--- src/rtl/contador_pkg.sv ---
// Shared types for the universal counter: terminal-count modes and the
// run/halt control states.
package contador_pkg;

  typedef enum logic [1:0] {
    MODE_WRAP    = 2'b00,
    MODE_SAT     = 2'b01,
    MODE_ONESHOT = 2'b10
  } mode_t;

  typedef enum logic {
    RUN  = 1'b0,
    HALT = 1'b1
  } state_t;

endpackage

--- src/rtl/contador_prescaler.sv ---
// Clock-enable prescaler: emits a one-cycle tick every presc_div+1 enabled
// cycles. The phase is held while en is low and restarted by clr.
module contador_prescaler #(
  parameter int PW = 4
) (
  input  logic          clk,
  input  logic          reset,
  input  logic          en,
  input  logic [PW-1:0] presc_div,
  input  logic          clr,
  output logic          tick
);

  logic [PW-1:0] presc_q;
  logic [PW-1:0] presc_d;

  always_comb begin
    tick    = en && (presc_q == presc_div);
    presc_d = presc_q;
    if (clr) begin
      presc_d = '0;
    end else if (tick) begin
      presc_d = '0;
    end else if (en) begin
      presc_d = presc_q + 1'b1;
    end
  end

  always_ff @(posedge clk) begin
    if (reset) begin
      presc_q <= '0;
    end else begin
      presc_q <= presc_d;
    end
  end

endmodule

--- src/rtl/contador_universal.sv ---
// Programmable up/down counter with modulo limit, prescaler and
// wrap/saturate/one-shot terminal behaviour; all outputs are registered.
module contador_universal #(
  parameter int N  = 8,
  parameter int PW = 4
) (
  input  logic          clk,
  input  logic          reset,
  input  logic          en,
  input  logic          up_dn,
  input  logic [1:0]    mode,
  input  logic          load,
  input  logic [N-1:0]  load_val,
  input  logic [N-1:0]  max_val,
  input  logic [PW-1:0] presc_div,
  input  logic          clear_ovf,
  output logic [N-1:0]  count,
  output logic          tc,
  output logic          ovf,
  output logic          done
);

  import contador_pkg::*;

  logic [N-1:0] count_q, count_d;
  logic         tc_q, tc_d;
  logic         ovf_q, ovf_d;
  state_t       state_q, state_d;
  logic         tick;
  logic         isTerminal;
  mode_t        modeSel;

  // A load restarts the prescaler phase so the loaded value gets a full period.
  contador_prescaler #(.PW(PW)) u_presc (
    .clk       (clk),
    .reset     (reset),
    .en        (en),
    .presc_div (presc_div),
    .clr       (load),
    .tick      (tick)
  );

  always_comb begin
    case (mode)
      2'b01:   modeSel = MODE_SAT;
      2'b10:   modeSel = MODE_ONESHOT;
      default: modeSel = MODE_WRAP;
    endcase
  end

  assign isTerminal = up_dn ? (count_q >= max_val) : (count_q == '0);

  always_comb begin
    count_d = count_q;
    tc_d    = 1'b0;
    ovf_d   = ovf_q;
    state_d = state_q;
    if (clear_ovf) begin
      ovf_d = 1'b0;
    end
    if (load) begin
      count_d = (load_val > max_val) ? max_val : load_val;
      state_d = RUN;
    end else if (tick && (state_q == RUN)) begin
      if (!isTerminal) begin
        count_d = up_dn ? (count_q + 1'b1) : (count_q - 1'b1);
      end else begin
        // A terminal set overrides a simultaneous clear_ovf.
        tc_d  = 1'b1;
        ovf_d = 1'b1;
        case (modeSel)
          MODE_SAT:     count_d = up_dn ? max_val : '0;
          MODE_ONESHOT: state_d = HALT;
          default:      count_d = up_dn ? '0 : max_val;
        endcase
      end
    end
  end

  always_ff @(posedge clk) begin
    if (reset) begin
      count_q <= '0;
      tc_q    <= 1'b0;
      ovf_q   <= 1'b0;
      state_q <= RUN;
    end else begin
      count_q <= count_d;
      tc_q    <= tc_d;
      ovf_q   <= ovf_d;
      state_q <= state_d;
    end
  end

  assign count = count_q;
  assign tc    = tc_q;
  assign ovf   = ovf_q;
  assign done  = (state_q == HALT);

endmodule
--- config.mk ---
export PLATFORM = sky130hd
export DESIGN_NAME = contador_universal
export DESIGN_NICKNAME = d
export VERILOG_FILES = /design/src/rtl/contador_pkg.sv /design/src/rtl/contador_prescaler.sv /design/src/rtl/contador_universal.sv
export SDC_FILE = /design/constraint.sdc
export NUM_CORES = 1
export LEC_CHECK = 0
export ABC_AREA = 1
export BUFFER_PORTS_ARGS = -buffer_cell sky130_fd_sc_hd__buf_2
export CAP_MARGIN = 20
export CORE_MARGIN = 10
export CORE_UTILIZATION = 44
export CTS_CLUSTER_SIZE = 10
export DETAILED_ROUTE_END_ITERATION = 10
export PLACE_DENSITY_LB_ADDON = 0.1
export SLEW_MARGIN = 20
export SYNTH_ARGS = -nofsm -noshare
export SYNTH_HDL_FRONTEND = slang
export SYNTH_SLANG_ARGS = --single-unit
export TNS_END_PERCENT = 50
--- constraint.sdc ---
create_clock -name clk -period 2.4 [get_ports clk]
set_clock_uncertainty 0.15 [all_clocks]
set_input_delay 0.24 -clock clk [delete_from_list [all_inputs] [get_ports clk]]
set_output_delay 0.24 -clock clk [all_outputs]
set_load 0.005 [all_outputs]
; Word-level counts from Yosys, hierarchy flattened
; Index checks and enable logic that the tools add are counted.
[word_totals]
in_bits = 28
output_inout_bits = 11
ff_bits = 15
wordCells = 42
[classes]
bitwise_logic = 2
n_addsub = 3
magnitude_cmp = 2
reduce_logical = 9
n_mux = 15
n_eq_ne = 6
[op_table]
columns = op, count
row1 = $mux W8, 7
row2 = $pmux W8 S2, 1
row3 = $add A8 B1 Y8 const B, 1
row4 = $ge A8 B8 Y1, 1
row5 = $gt A8 B8 Y1, 1
row6 = $logic_not A8 Y1, 1
row7 = $sub A8 B1 Y8 const B, 1
row8 = $mux W1, 6
row9 = $reduce_or A3 Y1, 2
row10 = $add A4 B1 Y4 const B, 1
row11 = $eq A2 B1 Y1 const B, 2
row12 = $eq A2 B2 Y1 const B, 2
row13 = $eq A4 B4 Y1, 1
row14 = $pmux W2 S2, 1
row15 = $ne A3 B3 Y1 const B, 1
row16 = $reduce_and A3 Y1, 1
row17 = $logic_and A1 B1 Y1, 2
row18 = $not A1 Y1, 2
row19 = $reduce_and A2 Y1, 1
row20 = $reduce_bool A2 Y1, 1
row21 = $reduce_or A2 Y1, 1

; Longest topological paths before layout
[logic_depth]
word_depth = 7
depth_mapped = 16
mapped_depth_nobuf = 16

; Hierarchy
; Synthesis repeated with hierarchy kept, for this count alone.
[hier_totals]
cells_unflattened = 303
area_unflattened_um2 = 1841.8
[by_module_without_submodules]
columns = mod, cells_per_inst, instances, area_per_inst_um2, seq_area_each_um2
row1 = contador_universal, 265, 1, 1590.3, 220.2
row2 = contador_prescaler, 38, 1, 251.5, 80.1

; Worst setup path after synthesis
; Ideal clock, no wire load.
[synth_timing]
path_type = register to register
start = register count_q[0], in the netlist count[0]
end = register count_q[6], in the netlist count[6]
path_buffers = 0
path_stages_with_launch = 17
required_ps = 2138
setup_time_ps = 112
arrival_ps = 1589
synth_period_minus_slack_ps = 1850
path_slack_ps = 550
path_cell_list = dfxtp_1 > inv_2 > ha_1 > inv_1 > nand2_1 > nand2_1 > nand2_1 > nand2_1 > nand2_1 > nand2_1 > nand2_2 > nand2_2 > inv_2 > nor2_1 > nor2_1 > nor2_1 > nor2_1
[synth_between]
elab_chain_cells = 5
word_cells_on_any_way = 11
classes_between = 2 x add/sub / 1 x order compare / 1 x eq/ne / 5 x mux / 2 x reduce/logical
[synth_lines]
columns = element, line
row1 = start: declaration, contador_universal.sv:25  ; logic [N-1:0] count_q, count_d;
row2 = start signal: assignment, contador_universal.sv:87  ; count_q <= count_d;
row3 = $sub A8 B1 Y8 (tied with other cells), contador_universal.sv:66  ; count_d = up_dn ? (count_q + 1'b1) : (count_q - 1'b1);
row4 = $mux W8 or $mux W1 (tied branches), "contador_universal.sv:66, contador_universal.sv:51"
row5 = $mux W8, contador_universal.sv:65  ; if (!isTerminal) begin
row6 = $mux W8, contador_universal.sv:64  ; end else if (tick && (state_q == RUN)) begin
row7 = $mux W8, contador_universal.sv:61  ; if (load) begin
; Several ways; a longest one is shown, not always the timed one. The select of a mux whose other input is x is not followed.
; A chain may end at the register's enable or synchronous reset.

; Worst setup path after layout
[layout_timing]
start = register count_q[0], in the netlist count[0]
end = register count_q[5], in the netlist count[5]
; The elaborated chain is that of the path after synthesis.

==> summary.md <==
| Metric | Value |
|---|---|
| Ys flop type | `dfxtp_1` |
| Post-synth cell types | `29` |
| Antenna violations before repair | `0` |
| Pint | `536.7 uW` |
| DR pass1 iterations | `4` |
| Flops & latches, synth | `15` |
| Area growth syn-to-layout | `16.77%` |
| Worst-path fanout max | `10` |
| Ys Warns | `0` |
| Gate power share | `44.8%` |
| Largest net degree at the start of global routing | `18` |
| Sink Count | `15` |
| PostCTS Resize Cnt | `0` |
| Gate count of the mapped netlist | `289` |
| Layout cell share with drive strength beyond 1 | `18.18%` |
| CTS tree | `yes` |
| Root Driver | `clkbuf_8` |
| Final hold violations | `0` |
| WP data arrival | `2.25 ns` |
| Worst Hold Class | `in -> reg` |
| Leakage power | `0.001199 uW` |
| CP Class | `reg -> reg` |
| Worst Reg-to-Reg Cells | `16` |
| Syn Nets | `341` |
| CP Launch Type | `flip-flop` |
| Period utilization | `92.14%` |
| Overall routed net length | `4.684 mm` |
| Crit end category | `flip-flop` |
| Synth async-reset ratio | `0%` |
| Mapped cell area | `0.001760 sq mm` |
| Worst r2r src | `count[0]` |
| Die area | `0.006931 sq mm` |
| Clk slew on worst S/H paths | `0.06 ns` |
| DR vias/cell | `5.095` |
| MaxCap Viol Count | `0` |
| Worst hold stages | `2` |
| PD cells | `434.7 mW/mm^2` |
| Layout filler cell count | `406` |
| WHS Endpoint | `ovf` |
| Worst-Margin Slew | `0.5072 ns` |
| Hold Path Origin | `clear_ovf` |
| Final Worst Setup Slack | `0.1886 ns` |
| RSZ-0062 raised after global routing | `false` |
| H-tree Lvls | `1` |
| First-pass GRT wire length | `7.948 mm` |
| Slew Limit Fails | `0` |
| RD Place Congestion | `0.9239` |
| Hold Buf Count CTS | `0` |
| Routed via count | `1926` |
| Clock Tree Buf Depth | `2` |
| Setup Fix Bufs, Post-CTS | `0` |
| Placement Rows | `22` |
| Clock share of power | `23.3%` |
| Die Ht | `83.26 um` |
| Iter 0 DRT Violations | `167` |
| Worst slew margin | `65.98%` |
| Antenna fix cells | `0` |
| Die Wd | `83.26 um` |
| Reg2reg setup slack | `0.19 ns` |
| Setup TNS | `0 ns` |
| Worst VDD drop | `0.0002885 V` |
| WL/cell | `12.39 um` |
| Syn avg cell area | `6.091 sq um` |
| Total track usage | `12.92%` |
| Port buffer count | `38` |
| Power share of the sequential group | `31.9%` |
| Dpl hpwl | `3.955 mm` |
| Initial Util | `46.68%` |
| Vias in the first global route | `1791` |
| Setup-failing EPs final | `0` |
| Worst Path Required | `2.43 ns` |
| # IOs | `39` |
| CTS Buf Count | `3` |
| Status | `finished, final reports clean` |
| Sw Ratio | `39.94%` |
| DRC Markers | `0` |
| Sequential-to-total area share from yosys stat | `17.06%` |
| Worst reg2reg endpoint | `count[5]` |
| CORE AREA | `0.003771 sq mm` |
| Clk Latency, worst-skew pair | `0.25 ns` |
| Fin crit period | `2.211 ns` |
| Grt total ovfl | `0` |
| Setup WS pre-CTS | `0.2044 ns` |
| Nets | `383` |
| Antenna Nets Post-Route | `0` |
| Maximum clock rate | `452.2 MHz` |
| Number of flops mapped to enable cells by yosys | `0` |
| P_sw | `356.9 uW` |
## how the worst max path moves through the flow
| stage | from | end | slack [ns] | cells after the start |
|---|---|---|---|---|
| after global placement | count[0] | count[7] | 0.22 | 16 |
| after floorplan | count[0] | count[6] | 0.55 | 16 |
| final | count[0] | count[5] | 0.19 | 16 |
| after CTS | count[0] | count[7] | 0.19 | 16 |
| after global routing | count[0] | count[6] | 0.002 | 16 |
| after detailed placement | count[0] | count[7] | 0.20 | 16 |
## logic make-up (layout without fill, tap and decap cells)
kind of cell	after synthesis	after routing	share of synthesized area (%)
and+or+nand+nor	174	174	44.28
buffers and inverters	48	89	10.45
adders and majority gates	24	24	17.48
AOI/OAI and AO/OA	20	20	6.752
DFF	15	15	17.06
xor gates and xnor gates	8	8	3.980
## worst max-delay path: stages, from the launching register on
cell     delay (ns)
dfxtp_1        0.46
inv_2          0.09
ha_1           0.28
inv_1          0.03
nand2_1        0.05
nand2_1        0.05
nand2_1        0.05
nand2_1        0.04
nand2_1        0.10
nand2_1        0.08
nand2_2        0.18
nand3_2        0.12
nand2_4        0.15
nand2_4        0.08
inv_4          0.10
nor2_1         0.05
nor2_1         0.09
## power by group through the flow
stage / sequential, uW / combinational [uW] / clock [uW]
after global placement: 292 / 395 / 0
after global routing: 288 / 459 / 226
after floorplan: 286 / 290 / 0
final: 285 / 400 / 208
after CTS: 286 / 399 / 215
after detailed placement: 292 / 397 / 0
## synthesized netlist by cell type, types with 3 or more instances
master / number / area share (%)
a21oi_1: 12 / 3.4
xnor2_1: 3 / 1.5
nor2_1: 34 / 7.2
inv_2: 3 / 0.64
nand4_2: 3 / 2.1
dfxtp_1: 15 / 17
nand3_1: 44 / 13
xor2_1: 5 / 2.5
o21ai_0: 3 / 0.85
nand2_2: 3 / 1.1
inv_1: 40 / 8.5
ha_1: 23 / 16
nand2_1: 80 / 17
## flip-flops by register name, indices dropped and copies added (netlist names)
name	cells
count	8
done	1
ovf	1
tc	1
u_presc.presc_q	4
## layout by cell type, fill, tap and decap left out, types with 5 or more instances in the layout
cell     Yosys  layout
nand2_1     80      80
inv_1       40      40
a21oi_1     12      12
nor2_1      34      34
xor2_1       5       5
ha_1        23      23
dfxtp_1     15      15
buf_2        1      38
nand3_1     44      44
## area by class of cell
| cell class | instances | area (sq um) | share of cell area, % |
|---|---|---|---|
| multi-input cells | 226 | 1276 | 62.08 |
| flip-flops and latches | 15 | 300.3 | 14.61 |
| repair buffers | 39 | 197.7 | 9.617 |
| inverters | 46 | 175.2 | 8.521 |
| well taps | 48 | 60.06 | 2.921 |
| clock buffers | 3 | 41.29 | 2.009 |
| clock inverters | 1 | 5.005 | 0.2435 |
## stage by stage
step                hold WS [ns]  cell area, sq um  total power, uW  instances  utilization [%]
CTS                      0.02908              2056            900.5        378            54.51
global placement          0.2871              2009            687.0        374            53.28
finish                   0.02922              2056            893.6        378            54.51
floorplan                 0.2010              1760            575.5        289                -
global route             0.02876              2056            972.3        378            54.51
detailed placement        0.2933              2009            688.2        374            53.28
## metal layers
layer  part of all wire [%]  vias up  GRT usage [%]
li1                       -     1010              -
met2                     47       48          21.65
met3                    6.5        6          3.613
met1                     46      862          16.36
met4                   0.58        0          1.385
met5                      0        -              0
Power figures use the tool's default switching activity.
